### src/rtl/simple_bus_arbiter.sv
// Round-robin arbiter sharing one simple_bus memory port between NUM_REQ masters.
// Optional rdy timeout: define SIMPLE_BUS_ARB_TIMEOUT_EN (bus_err is tied 0 otherwise).
module simple_bus_arbiter #(
  parameter int NUM_REQ = 4,
  parameter int ADDR_W  = 8,
  parameter int DATA_W  = 8,
  parameter int TIMEOUT = 15
) (
  input  logic                    clk,
  input  logic                    rst_n,
  input  logic [NUM_REQ-1:0]      m_req,
  output logic [NUM_REQ-1:0]      m_gnt,
  input  logic [NUM_REQ-1:0]      m_start,
  input  logic [NUM_REQ*ADDR_W-1:0] m_addr,
  input  logic [NUM_REQ*DATA_W-1:0] m_wdata,
  input  logic [NUM_REQ*2-1:0]    m_mode,
  output logic [NUM_REQ-1:0]      m_rdy,
  output logic [DATA_W-1:0]       m_rdata,
  output logic                    bus_start,
  output logic [ADDR_W-1:0]       bus_addr,
  output logic [DATA_W-1:0]       bus_wdata,
  output logic [1:0]              bus_mode,
  input  logic                    bus_rdy,
  input  logic [DATA_W-1:0]       bus_rdata,
  output logic                    bus_err
);

  localparam int IDX_W = (NUM_REQ > 1) ? $clog2(NUM_REQ) : 1;

  typedef enum logic [1:0] {S_IDLE, S_GRANT, S_XFER, S_RELEASE} state_e;

  state_e             state_q;
  logic [IDX_W-1:0]   ptr_q;
  logic [IDX_W-1:0]   win_q;
  logic [NUM_REQ-1:0] gnt_q;
  logic [NUM_REQ-1:0] rdy_q;
  logic [DATA_W-1:0]  rdata_q;
  logic               bus_start_q;
  logic [ADDR_W-1:0]  bus_addr_q;
  logic [DATA_W-1:0]  bus_wdata_q;
  logic [1:0]         bus_mode_q;

  logic [IDX_W-1:0]   win_d;
  logic               win_vld;
  int unsigned        scan_idx;

  // First requester found scanning upward from ptr with wrap.
  always_comb begin
    win_d    = '0;
    win_vld  = 1'b0;
    scan_idx = 0;
    for (int unsigned i = 0; i < unsigned'(NUM_REQ); i++) begin
      scan_idx = 32'(ptr_q) + i;
      if (scan_idx >= unsigned'(NUM_REQ)) scan_idx = scan_idx - unsigned'(NUM_REQ);
      if (!win_vld && m_req[IDX_W'(scan_idx)]) begin
        win_vld = 1'b1;
        win_d   = IDX_W'(scan_idx);
      end
    end
  end

`ifdef SIMPLE_BUS_ARB_TIMEOUT_EN
  logic [7:0] timer_q;
  logic       bus_err_q;
`endif

  always_ff @(posedge clk or negedge rst_n) begin
    if (!rst_n) begin
      state_q     <= S_IDLE;
      ptr_q       <= '0;
      win_q       <= '0;
      gnt_q       <= '0;
      rdy_q       <= '0;
      rdata_q     <= '0;
      bus_start_q <= 1'b0;
      bus_addr_q  <= '0;
      bus_wdata_q <= '0;
      bus_mode_q  <= '0;
`ifdef SIMPLE_BUS_ARB_TIMEOUT_EN
      timer_q     <= '0;
      bus_err_q   <= 1'b0;
`endif
    end else begin
      case (state_q)
        S_IDLE: begin
          if (win_vld) begin
            win_q   <= win_d;
            gnt_q   <= NUM_REQ'(1) << win_d;
            state_q <= S_GRANT;
          end
        end
        S_GRANT: begin
          // Start takes priority over a simultaneous req drop.
          if (m_start[win_q]) begin
            bus_addr_q  <= m_addr[win_q*ADDR_W +: ADDR_W];
            bus_wdata_q <= m_wdata[win_q*DATA_W +: DATA_W];
            bus_mode_q  <= m_mode[win_q*2 +: 2];
            bus_start_q <= 1'b1;
`ifdef SIMPLE_BUS_ARB_TIMEOUT_EN
            timer_q     <= '0;
`endif
            state_q     <= S_XFER;
          end else if (!m_req[win_q]) begin
            state_q <= S_RELEASE;
          end
        end
        S_XFER: begin
          bus_start_q <= 1'b0;
          if (bus_rdy) begin
            rdata_q <= bus_rdata;
            rdy_q   <= gnt_q;
            state_q <= S_RELEASE;
          end
`ifdef SIMPLE_BUS_ARB_TIMEOUT_EN
          else if (timer_q == 8'(TIMEOUT)) begin
            bus_err_q <= 1'b1;
            rdy_q     <= gnt_q;
            state_q   <= S_RELEASE;
          end else begin
            timer_q <= timer_q + 8'd1;
          end
`endif
        end
        S_RELEASE: begin
          gnt_q   <= '0;
          rdy_q   <= '0;
          ptr_q   <= (win_q == IDX_W'(NUM_REQ - 1)) ? '0 : win_q + 1'b1;
`ifdef SIMPLE_BUS_ARB_TIMEOUT_EN
          bus_err_q <= 1'b0;
`endif
          state_q <= S_IDLE;
        end
        default: state_q <= S_IDLE;
      endcase
    end
  end

  assign m_gnt     = gnt_q;
  assign m_rdy     = rdy_q;
  assign m_rdata   = rdata_q;
  assign bus_start = bus_start_q;
  assign bus_addr  = bus_addr_q;
  assign bus_wdata = bus_wdata_q;
  assign bus_mode  = bus_mode_q;
`ifdef SIMPLE_BUS_ARB_TIMEOUT_EN
  assign bus_err   = bus_err_q;
`else
  assign bus_err   = 1'b0;
`endif

endmodule
### config.mk
export PLATFORM = sky130hd
export DESIGN_NAME = simple_bus_arbiter
export DESIGN_NICKNAME = d
export VERILOG_FILES = /design/src/rtl/simple_bus_arbiter.sv
export SDC_FILE = /design/constraint.sdc
export NUM_CORES = 1
export LEC_CHECK = 0
export CORE_MARGIN = 2
export CORE_UTILIZATION = 39
export DETAILED_ROUTE_END_ITERATION = 8
export GPL_TIMING_DRIVEN = 1
export PLACE_DENSITY = 0.79
export SLEW_MARGIN = 15
export SYNTH_ARGS = -nofsm -noshare
export SYNTH_HDL_FRONTEND = slang
export SYNTH_SLANG_ARGS = --single-unit
export TNS_END_PERCENT = 5
### constraint.sdc
create_clock -name clk -period 2.45 [get_ports clk]
set_input_delay 0.735 -clock clk [delete_from_list [all_inputs] [get_ports clk]]
set_output_delay 0.735 -clock clk [all_outputs]
set_load 0.03 [all_outputs]
==> results by group, run 1 <==
Synthesis
  – Gate Count Post-Synth: 168
  – Seq cells post-synth: 41
  – Distinct cells, synth: 33
  – Mapped cell area: 2290 sq um
  – Post-synthesis sequential area ratio: 44.7%
  – Syn. warnings: 0
  – Syn_nets: 265
  – Post-Syn Area per Cell: 13.7 sq um

Die
  – Starting density of the core: 40.9%
  – Chip Width: 80.7 um
  – Core area: 5610 sq um
  – Die area: 6510 sq um
  – IO Count: 127
  – Chip height: 80.7 um
  – Core Rows: 27

Clocking
  – CTS root buffer: clkbuf_8
  – Clock buffer count from CTS: 5
  – CTS Buffer Depth: 2
  – Worst-Skew Late Latency: 0.28 ns
  – Number of setup buffers added after CTS: 0
  – H-tree depth: 2
  – Hold buffer count at CTS: 0
  – Post-CTS Resized: 0
  – Clk sink count: 41
  – Worst-path clk slew: 0.07 ns
  – TritonCTS clock tree: built

Pwr
  – Leakage power: 1.51 nW
  – Design internal power: 2.52 mW
  – Switch share: 40.7%
  – Power share of the clock group: 10.2%
  – Pwr/cell area: 1130 nW/um^2
  – Combinational Power Share: 61.1%
  – Sequential Power Share: 28.7%
  – Worst VDD drop: 0.692 mV
  – Psw: 1.73 mW

Cells and area
  – Fin util: 66.9%
  – Highest-count cells in the layout ignoring fill and taps: clkdlybuf4s50_1 (124), dfrtp_1 (41), mux4_2 (20), mux2_1 (16), mux2_2 (12)
  – Commonest non-fill, non-tap cell in the layout: clkdlybuf4s50_1
  – Fillers: 483
  – Post-Layout Cell Count: 375
  – Layout Nets: 400
  – Area grow syn2layout: 63.7%
  – Fraction of layout cells with a size suffix above 1: 17.2%
  – Ant diodes: 0

Timing
  – Setup Skew: 0.00153 ns
  – Tmin final: 2.14 ns
  – Fmax: 0.468 GHz
  – Final period utilization: 87.2%
  – Pin slew with the least headroom to its limit: 0.523 ns
  – RSZ-0062 raised after global routing: false
  – Slew Limit Fails: 0
  – Hold Vio Cnt, Final: 0
  – Max-Slew Margin vs Limit: 65.1%
  – Setup TNS: 0 ns
  – Final setup fails: 0

Outcome
  – Outcome: finished clean

Routing
  – Via count: 1941
  – Drt drc: 0
  – Iter 0 DRT Violations: 68
  – Antenna viol nets, final: 0
  – WL per Instance: 16.4 um
  – Routed metal-1 wirelength: 2290 um
  – Max layer used: met4
  – Vias per inst: 5.18
  – Met2 wire length: 3320 um
  – TritonRoute pass-1 iters: 4
  – Metal3 WL: 513 um
  – Drt total wl: 6140 um

Global routing
  – Initial antenna violation count: 0
  – First-pass GRT wire length: 9650 um
  – Via count of the first global-routing pass: 2025
  – GR Overflow Total: 0
  – Total track usage: 19.4%
  – Largest net degree at the start of global routing: 42

Setup path
  – Worst setup EP type: register
  – Crit path max fanout: 6
  – Critical path arrival: 2.30 ns
  – CP startpoint kind: input pin
  – CP required: 2.61 ns
  – WS Path Type: input pin to register

Place
  – Final GP Congestion: 0.860
  – PortBufs: 125
  – Post-DP HPWL: 4960 um
  – Post-Place Cells: 368

Job
  – MaxCap Viol Count: 0

Worst hold path
  – Hold Crit Class: register to register
-- sequential cells by signal (all words and copies together) (netlist names) --
name,count
bus_start,1
state_q,2
m_rdata,8
ptr_q,2
bus_mode,2
win_q,2
bus_wdata,8
m_rdy,4
bus_addr,8
m_gnt,4
-- critical path: stages --
cell	delay [ns]
clkdlybuf4s50_1	0.51
mux4_2	0.50
a21boi_1	0.21
mux2_1	0.35
-- through the flow --
stage / hold slack (ns) / power (mW) / worst slack, ns / instance area, sq um
after floorplan: 0.439 / 2.84 / 0.464 / 2290
after detailed placement: 0.480 / 3.86 / 0.00654 / 3670
after global routing: 0.506 / 4.54 / 0.230 / 3750
after global placement: 0.472 / 3.80 / 0.0447 / 3670
final: 0.492 / 4.26 / 0.312 / 3750
after CTS: 0.496 / 4.31 / 0.311 / 3750
-- cells by family after synthesis --
logic type / count (synthesis) / share of synthesized area, %
muxes: 50 / 34.3
DFF: 41 / 44.7
AOI/OAI and AO/OA: 29 / 8.62
and+or+nand+nor: 28 / 6.16
buffers and inverters: 13 / 2.78
adders and majority gates: 6 / 3.27
other: 1 / 0.164
-- power groups by stage --
| stage | logic, mW | clock network, mW | registers [mW] |
|---|---|---|---|
| 3_3_place_gp | 2.58 | 0 | 1.22 |
| 3_5_place_dp | 2.63 | 0 | 1.24 |
| 6_report | 2.60 | 0.434 | 1.22 |
| 2_1_floorplan | 1.09 | 0 | 1.75 |
| 5_1_grt | 2.79 | 0.480 | 1.27 |
| 4_1_cts | 2.64 | 0.450 | 1.23 |
-- Yosys cell counts, drive strengths merged --
library cell	n	area [sq um]
a21boi	1	7.51
clkbuf	2	7.51
o21a	1	7.51
a31oi	5	31.3
conb	1	3.75
o22a	2	17.5
or4b	1	10.0
mux4	20	450
o21ai	8	40.0
o2bb2ai	4	35.0
nand2b	2	12.5
nand2	12	52.6
inv	5	18.8
dfrtp	41	1030
o22ai	1	6.26
nor2b	5	31.3
o31ai	1	7.51
ha	6	75.1
or2	1	6.26
mux2i	2	20.0
nor4	1	6.26
nor2	6	22.5
o41ai	2	25.0
mux2	28	315
a21oi	4	20.0
buf	6	37.5
-- final cells by class --
type / instances / area, sq um / area share (%)
Multi-Input combinational cell: 114 / 1200 / 32.1
Tap cell: 72 / 90.1 / 2.40
Sequential cell: 41 / 1030 / 27.3
Inverter: 5 / 18.8 / 0.500
Timing Repair Buffer: 136 / 1330 / 35.4
Clock buffer: 7 / 86.3 / 2.30
-- routing by layer --
| metal | vias to the layer above | GRT usage [%] |
|---|---|---|
| met3 | 4 | 6.52 |
| li1 | 909 | - |
| met1 | 956 | 22.2 |
| met5 | - | 0 |
| met4 | 0 | 3.22 |
| met2 | 72 | 35.5 |
-- final timing paths --
| check | slack (ns) | from | endpoint | depth (start not counted) |
|---|---|---|---|---|
| setup / recovery | 0.31 | m_req[2] | state_q[1] | 4 |
| hold / removal | 0.49 | bus_wdata[6] | bus_wdata[6] | 1 |
| setup reg to reg | 0.59 | win_q[0] | state_q[1] | 4 |
| hold reg to reg | 0.49 | bus_wdata[6] | bus_wdata[6] | 1 |
| max in group asynchronous | 1.58 | rst_n | ptr_q[0] | 2 |
| min in group asynchronous | 0.51 | rst_n | bus_wdata[7] | 2 |
No activity file was read; power rests on OpenSTA's default activity.
==> inputs of run 2 (changes only) <==
Settings changed: ABC_AREA from default to 1, CORE_MARGIN 2 to 8, CORE_UTILIZATION 39 to 41.
==> run 2 against run 1 <==
  * First-iteration DRC count grew 72%
  * Worst hold slack lost 0.079 ns
  * Maximum frequency grew 1.4%
  * Power grew 18%
  * Critical path depth shrank 3
  * Clock power grew 26%
  * Cell count grew 45%
  * Synthesized cell count grew 110%
  * Flip-flop and latch count is the same
  * Non-clock buffer count shrank 4
  * Clock-buffer cell count shrank 2
  * Utilization shrank 2.3 points
  * Critical path type is now register to output pin
  * Critical endpoint is now m_gnt[2]
  * Largest power group unchanged
  * Highest routed layer unchanged
==> results by group, run 2 <==
Pwr
  – Power share of the clock group: 10.9% (+0.7 points)
  – Design internal power: 2.66 mW (+5.5%)
  – Worst VDD drop: 0.706 mV (+1.9%)
  – Sequential Power Share: 24.8% (-3.9 points)
  – Switch share: 47.0% (+6.3 points)
  – Combinational Power Share: 64.4% (+3.3 points)
  – Pwr/cell area: 1250 nW/um^2 (+9.9%)
  – Leakage power: 1.86 nW (+23%)
  – Psw: 2.36 mW (+36%)

Synthesis
  – Synth area leaders: dfrtp_1 (39%), nand2_1 (13%), o21ai_0 (8.8%)
  – Post-synth EDFFs: 0 (unchanged)
  – Post-Syn Area per Cell: 7.55 sq um (-45%)
  – Simple-Gate Fraction of Synth Area: 25.8% (+20 points)
  – Adder-Cell Fraction of Synth Area: 2.88% (-0.39 points)
  – Mapped cell area: 2600 sq um (+14%)
  – Distinct cells, synth: 28 (-15%)
  – Post-synthesis compound-gate area fraction: 15.6% (+7.0 points)
  – Post-synthesis sequential area ratio: 39.4% (-5.3 points)
  – Syn. warnings: 0 (unchanged)
  – Yosys top cell area share: 39.4% (-5.3 points)
  – Seq cells post-synth: 41 (unchanged)
  – Post-synthesis mux area share: 9.08% (-25 points)
  – Synth Flop Type: dfrtp_1
  – Main combinational cell family by area after synthesis: simple AND/OR/NAND/NOR gates
  – Syn_nets: 442 (+67%)
  – Most frequent cell after synthesis: nand2_1
  – Leading area contributor after synthesis: dfrtp_1
  – Fraction of registers with async set or reset after synthesis: 100% (unchanged)
  – Synth Area in XOR/XNOR: 0% (unchanged)
  – Gate Count Post-Synth: 345 (+110%)
  – Most frequent cells after synthesis: nand2_1 (93), o21ai_0 (46), nor2_1 (45), dfrtp_1 (41), inv_1 (21)

Timing
  – Slew Limit Fails: 0 (unchanged)
  – Setup Skew: 0.00719 ns (+0.00565 ns)
  – Fmax: 0.475 GHz (+1.4%)
  – RSZ-0062 raised after global routing: false
  – Final period utilization: 86.0% (-1.2 points)
  – Hold Vio Cnt, Final: 0 (unchanged)
  – Max-Slew Margin vs Limit: 64.6% (-0.50 points)
  – Pin slew with the least headroom to its limit: 0.530 ns (+0.00751 ns)
  – Setup TNS: 0 ns (unchanged)
  – Final setup fails: 0 (unchanged)
  – Tmin final: 2.11 ns (-0.0305 ns)

Clocking
  – H-tree depth: 2 (unchanged)
  – CTS Buffer Depth: 2 (unchanged)
  – Number of setup buffers added after CTS: 0 (unchanged)
  – Worst-path clk slew: 0.08 ns (about the same)
  – Clk sink count: 41 (unchanged)
  – Post-CTS Resized: 0 (unchanged)
  – TritonCTS clock tree: built
  – CTS root buffer: clkbuf_8
  – Hold buffer count at CTS: 0 (unchanged)
  – Worst-Skew Late Latency: 0.29 ns (about the same)
  – Clock buffer count from CTS: 5 (unchanged)

Outcome
  – Outcome: finished clean

Place
  – PortBufs: 125 (unchanged)
  – Post-DP Area: 3920 sq um (+6.8%)
  – Final GP Congestion: 0.923 (+7.4%)
  – Post-DP HPWL: 6660 um (+34%)

Cells and area
  – Layout Nets: 564 (+41%)
  – Ant diodes: 0 (unchanged)
  – Area grow syn2layout: 54.9%
  – Commonest non-fill, non-tap cell in the layout: clkdlybuf4s50_1
  – Fraction of layout cells with a size suffix above 1: 9.62% (-7.5 points)
  – Highest-count cells in the layout ignoring fill and taps: clkdlybuf4s50_1 (124), nand2_1 (93), o21ai_0 (46), nor2_1 (45), dfrtp_1 (41)
  – Design area: 4030 sq um (+7.4%)

Setup path
  – Cell count of the worst reg-to-reg path: 11 (+7)
  – Worst path buffer plus inverter count: 1 (unchanged)
  – WS Path Type: register to output pin
  – Slowest CP cell: clkdlybuf4s50_1
  – Critical path's top delay family: buffers and inverters
  – CP startpoint kind: register
  – Critical path arrival: 1.37 ns (-0.93 ns)
  – Reg2Reg Launch Point: ptr_q[0]
  – Worst reg2reg setup slack: 0.65 ns (+0.06 ns)
  – Reg-to-reg endpoint: m_gnt[2]
  – Crit path max fanout: 3 (-3)
  – CP cell instances: clkdlybuf4s50_1
  – Worst path max stage delay: 0.69 ns (+0.18 ns)
  – CP required: 1.71 ns (-0.90 ns)
  – Worst setup EP type: output pin

Global routing
  – Initial antenna violation count: 0 (unchanged)
  – Via count of the first global-routing pass: 2494 (+23%)
  – Largest net degree at the start of global routing: 23 (-45%)
  – GR Overflow Total: 0 (unchanged)
  – First-pass GRT wire length: 12700 um (+32%)
  – Total track usage: 17.8% (-1.6 points)

Routing
  – Drt total wl: 8350 um (+36%)
  – TritonRoute pass-1 iters: 4 (unchanged)
  – Via count: 2739 (+41%)
  – WL per Instance: 15.3 um (-6.5%)
  – Iter 0 DRT Violations: 117 (+72%)
  – Antenna viol nets, final: 0 (unchanged)
  – Vias per inst: 5.03 (-2.9%)
  – Drt drc: 0 (unchanged)

Job
  – MaxCap Viol Count: 0 (unchanged)

Die
  – Starting density of the core: 41.7% (+0.82 points)
  – Core Rows: 29 (+7.4%)
  – Die area: 9160 sq um (+41%)
  – Chip Width: 95.7 um (+19%)
  – Chip height: 95.7 um (+19%)
  – Core area: 6240 sq um (+11%)
  – IO Count: 127 (unchanged)

Worst hold path
  – Hold Crit Class: input pin to asynchronous set/reset pin
run 2: cell families after synthesis:
kind of cell,after synthesis
and+or+nand+nor,164
muxes,18
other,1
DFF,41
buffers and inverters,41
adders and majority gates,6
AOI/OAI and AO/OA,74
run 2: how the worst max path moves through the flow:
| stage | end | start | depth (start not counted) | slack (ns) |
|---|---|---|---|---|
| finish | m_gnt[2] | m_gnt[2] | 1 | 0.34 |
| global route | m_gnt[2] | m_gnt[2] | 1 | 0.30 |
| CTS | m_gnt[0] | m_gnt[0] | 1 | 0.34 |
| detailed placement | m_gnt[2] | m_req[3] | 11 | 0.22 |
| global placement | bus_mode[1] | m_start[1] | 7 | 0.26 |
| floorplan | bus_addr[1] | m_start[1] | 7 | 0.79 |
run 2: power groups by stage:
stage / clock network [mW] / logic (mW) / registers [mW]
3_3_place_gp: 0 / 3.19 / 1.24
6_report: 0.546 / 3.23 / 1.24
4_1_cts: 0.564 / 3.25 / 1.24
3_5_place_dp: 0 / 3.25 / 1.25
5_1_grt: 0.589 / 3.53 / 1.28
2_1_floorplan: 0 / 1.65 / 1.74
run 2: routing by layer:
layer  up-vias  share of wire [%]  GRT usage [%]
met5         -                  0              0
met4         0                1.4           5.38
met3         6                6.0           3.43
met2        75                 50           31.6
met1      1274                 43           21.2
li1       1384                  -              -
run 2: final cells by class:
class	instances	area (sq um)
fillers	533	2210
multi-input cells	263	1390
repair buffers	132	1310
flip-flops and latches	41	1030
well taps	77	96.3
inverters	24	90.1
clock buffers	5	68.8
clock inverters	3	46.3
run 2: through the flow:
| stage | setup WS, ns | hold slack [ns] | util [%] | power, mW | cells |
|---|---|---|---|---|---|
| after detailed placement | 0.216 | 0.475 | 62.8 | 4.50 | 537 |
| after global placement | 0.255 | 0.463 | 62.8 | 4.42 | 537 |
| after CTS | 0.340 | 0.420 | 64.6 | 5.06 | 545 |
| after global routing | 0.304 | 0.443 | 64.6 | 5.40 | 545 |
| final | 0.343 | 0.413 | 64.6 | 5.02 | 545 |
| after floorplan | 0.789 | 0.439 | - | 3.38 | 345 |
==> inputs of run 3 (changes only) <==
Settings changed: CORE_UTILIZATION 41 to 37, PLACE_DENSITY 0.79 to 0.75.
Clock period 2.45 ns to 1.9 ns, I/O delays scaled along.
==> run 3 against run 2 <==
  * Worst hold slack worse by 0.25 ns
  * Critical path depth is 12 higher
  * Routed wire length increased by 0.16%
  * Non-clock buffer count up 4
  * Flip-flop and latch count stayed put
  * Register-to-register slack worse by 0.50 ns
  * Final area increased by 0.99%
  * Clock skew rose by 0.00091 ns
  * Critical path type is now input pin to register
  * Highest routed layer unchanged
==> results by group, run 3 (synthesis gave the netlist of run 2 again) <==
Global routing
  – M1 GR Usage: 20.0% (-1.3 points)
  – GRT met2 Usage: 28.4% (-3.2 points)
  – Initial antenna violation count: 0 (unchanged)
  – Busiest grt layer: met2
  – Via count of the first global-routing pass: 2693 (+8.0%)
  – Routing usage on met3: 4.01% (+0.58 points)
  – Largest net degree at the start of global routing: 22 (-4.3%)
  – First-pass GRT wire length: 13300 um (+4.6%)
  – GR Overflow Total: 0 (unchanged)
  – Total track usage: 16.5% (-1.3 points)

Pwr
  – Combinational Power Share: 62.5% (-1.9 points)
  – Pwr/cell area: 1580 nW/um^2 (+27%)
  – Worst VDD drop: 0.763 mV (+8.1%)
  – Total Power: 6.44 mW (+28%)
  – Sequential Power Share: 24.4% (-0.4 points)
  – Power share of the clock group: 13.1% (+2.2 points)
  – Switch share: 47.6% (+0.55 points)
  – Design internal power: 3.37 mW (+27%)
  – Leakage power: 2.01 nW (+8.3%)
  – Psw: 3.06 mW (+30%)

Setup path
  – Worst Setup SP: m_req[1]
  – Cell count of the worst reg-to-reg path: 5 (-6)
  – Reg2Reg Launch Point: win_q[1]
  – Worst setup EP type: register
  – WS Path Type: input pin to register
  – Worst reg2reg setup slack: 0.15 ns (-0.50 ns)
  – Critical path arrival: 2.00 ns (+0.63 ns)
  – Setup crit end: m_gnt[1]
  – CP required: 2.13 ns (+0.42 ns)
  – CP startpoint kind: input pin
  – Reg-to-reg endpoint: bus_wdata[4]
  – Crit path max fanout: 4 (+1)

Routing
  – Drt total wl: 8360 um (+0.16%)
  – WL per Instance: 14.7 um (-3.9%)
  – Vias per inst: 4.88 (-2.9%)
  – Iter 0 DRT Violations: 192 (+64%)
  – Antenna viol nets, final: 0 (unchanged)
  – TritonRoute pass-1 iters: 4 (unchanged)
  – Drt drc: 0 (unchanged)
  – Via count: 2773 (+1.2%)

Clocking
  – Number of setup buffers added after CTS: 0 (unchanged)
  – CTS Buffer Depth: 2 (unchanged)
  – Clk sink count: 41 (unchanged)
  – Clock buffer count from CTS: 5 (unchanged)
  – CTS root buffer: clkbuf_8
  – Worst-Skew Late Latency: 0.30 ns (about the same)
  – H-tree depth: 2 (unchanged)
  – Worst-path clk slew: 0.08 ns (about the same)
  – TritonCTS clock tree: built

Cells and area
  – Area grow syn2layout: 56.4%
  – Fraction of layout cells with a size suffix above 1: 11.0% (+1.4 points)
  – Design area: 4070 sq um (+0.99%)
  – Highest-count cells in the layout ignoring fill and taps: nand2_1 (92), clkdlybuf4s50_1 (87), o21ai_0 (46), nor2_1 (43), dfrtp_1 (41)
  – Post-Layout Cell Count: 568 (+4.2%)
  – Fin util: 59.9% (-4.7 points)
  – Multi-input logic area: 1400 sq um (+0.54%)
  – FF+latch area: 1030 sq um (unchanged)
  – Ant diodes: 0 (unchanged)
  – Commonest non-fill, non-tap cell in the layout: nand2_1
  – Layout Nets: 568 (+0.71%)
  – Fillers: 618 (+16%)

Timing
  – RSZ-0062 raised after global routing: false
  – Setup Skew: 0.00809 ns (+0.000905 ns)
  – Final setup fails: 0 (unchanged)
  – Final period utilization: 93.3%
  – Hold Vio Cnt, Final: 0 (unchanged)
  – Fmax: 0.564 GHz
  – Hold Slack: 0.159 ns (-0.254 ns)
  – Setup TNS: 0 ns (unchanged)
  – Setup ws final: 0.127 ns (-0.216 ns)
  – Slew Limit Fails: 0 (unchanged)
  – Tmin final: 1.77 ns

Die
  – Chip Width: 99.9 um (+4.4%)
  – IO Count: 127 (unchanged)
  – Starting density of the core: 38.3% (-3.4 points)
  – Core Rows: 30 (+3.4%)
  – Core area: 6790 sq um (+8.9%)
  – Chip height: 99.9 um (+4.4%)
  – Die area: 9980 sq um (+9.0%)

Place
  – Final GP Congestion: 0.904 (-2.0%)
  – Post-DP Area: 3960 sq um (+1.1%)
  – Post-Place Cells: 560 (+4.3%)
  – Post-DP HPWL: 6580 um (-1.2%)
  – PortBufs: 125 (unchanged)
  – Post-Place Worst Slack: -0.178 ns (-0.394 ns)

Worst hold path
  – Hold Crit Class: input pin to asynchronous set/reset pin

Job
  – MaxCap Viol Count: 0 (unchanged)

Outcome
  – Outcome: finished clean
## run 3: cell count changes in the layout (fill, tap and decap cells not counted), sizes merged
| cell | before | now |
|---|---|---|
| clkdlybuf4s50 | 124 | 87 |
| dlygate4sd2 | 0 | 33 |
| buf | 8 | 12 |
| dlymetal6s2s | 0 | 4 |
| bufinv | 1 | 2 |
| clkinv | 1 | 0 |
| clkinvlp | 1 | 0 |
| inv | 24 | 25 |
## run 3: worst min-delay path by stage
stage | depth (start not counted) | slack (ns) | to | from
final | 1 | 0.16 | m_rdata[4] | rst_n
after floorplan | 0 | 0.27 | bus_addr[0] | rst_n
after global placement | 2 | 0.47 | m_rdata[6] | m_rdata[6]
after global routing | 1 | 0.18 | m_rdata[4] | rst_n
after CTS | 1 | 0.16 | m_rdata[4] | rst_n
after detailed placement | 2 | 0.47 | m_rdata[5] | m_rdata[5]
## run 3: repair_timing
item / in CTS / in global routing
resized for setup: 33 / 7
setup endpoints to repair: 33 / 6
pin swaps: 0 / 1
hold buffers: 0 / 0
## run 3: power by group through the flow
stage          clock (mW)  combinational (mW)  sequential [mW]
4_1_cts             0.870                4.01             1.57
6_report            0.846                4.02             1.57
2_1_floorplan           0                2.12             2.24
5_1_grt             0.905                4.41             1.63
3_5_place_dp            0                4.23             1.60
3_3_place_gp            0                4.16             1.59
## run 3: routing by layer
layer	up-vias	share of wire [%]
met1	1281	43
li1	1394	-
met2	90	49
met5	-	0
met4	0	1.0
met3	8	6.5
## run 3: worst max-delay path, cell delays in order
cell	delay [ns]
clkdlybuf4s50_1	0.50
inv_1	0.08
nand2_1	0.07
nand2_1	0.07
nand2_1	0.07
nand2_1	0.08
nand2_1	0.09
nand2_1	0.05
nand2_1	0.07
nand2_2	0.08
nor2_2	0.14
nand2_1	0.08
nand2_1	0.07
## run 3: cell type report
cell class                      count  area share, %
Clock buffer                        5           1.69
Clock inverter                      3           1.69
Inverter                           24           2.21
Multi-Input combinational cell    263           34.4
Sequential cell                    41           25.2
Tap cell                           96           2.95
Timing Repair Buffer              136           31.9
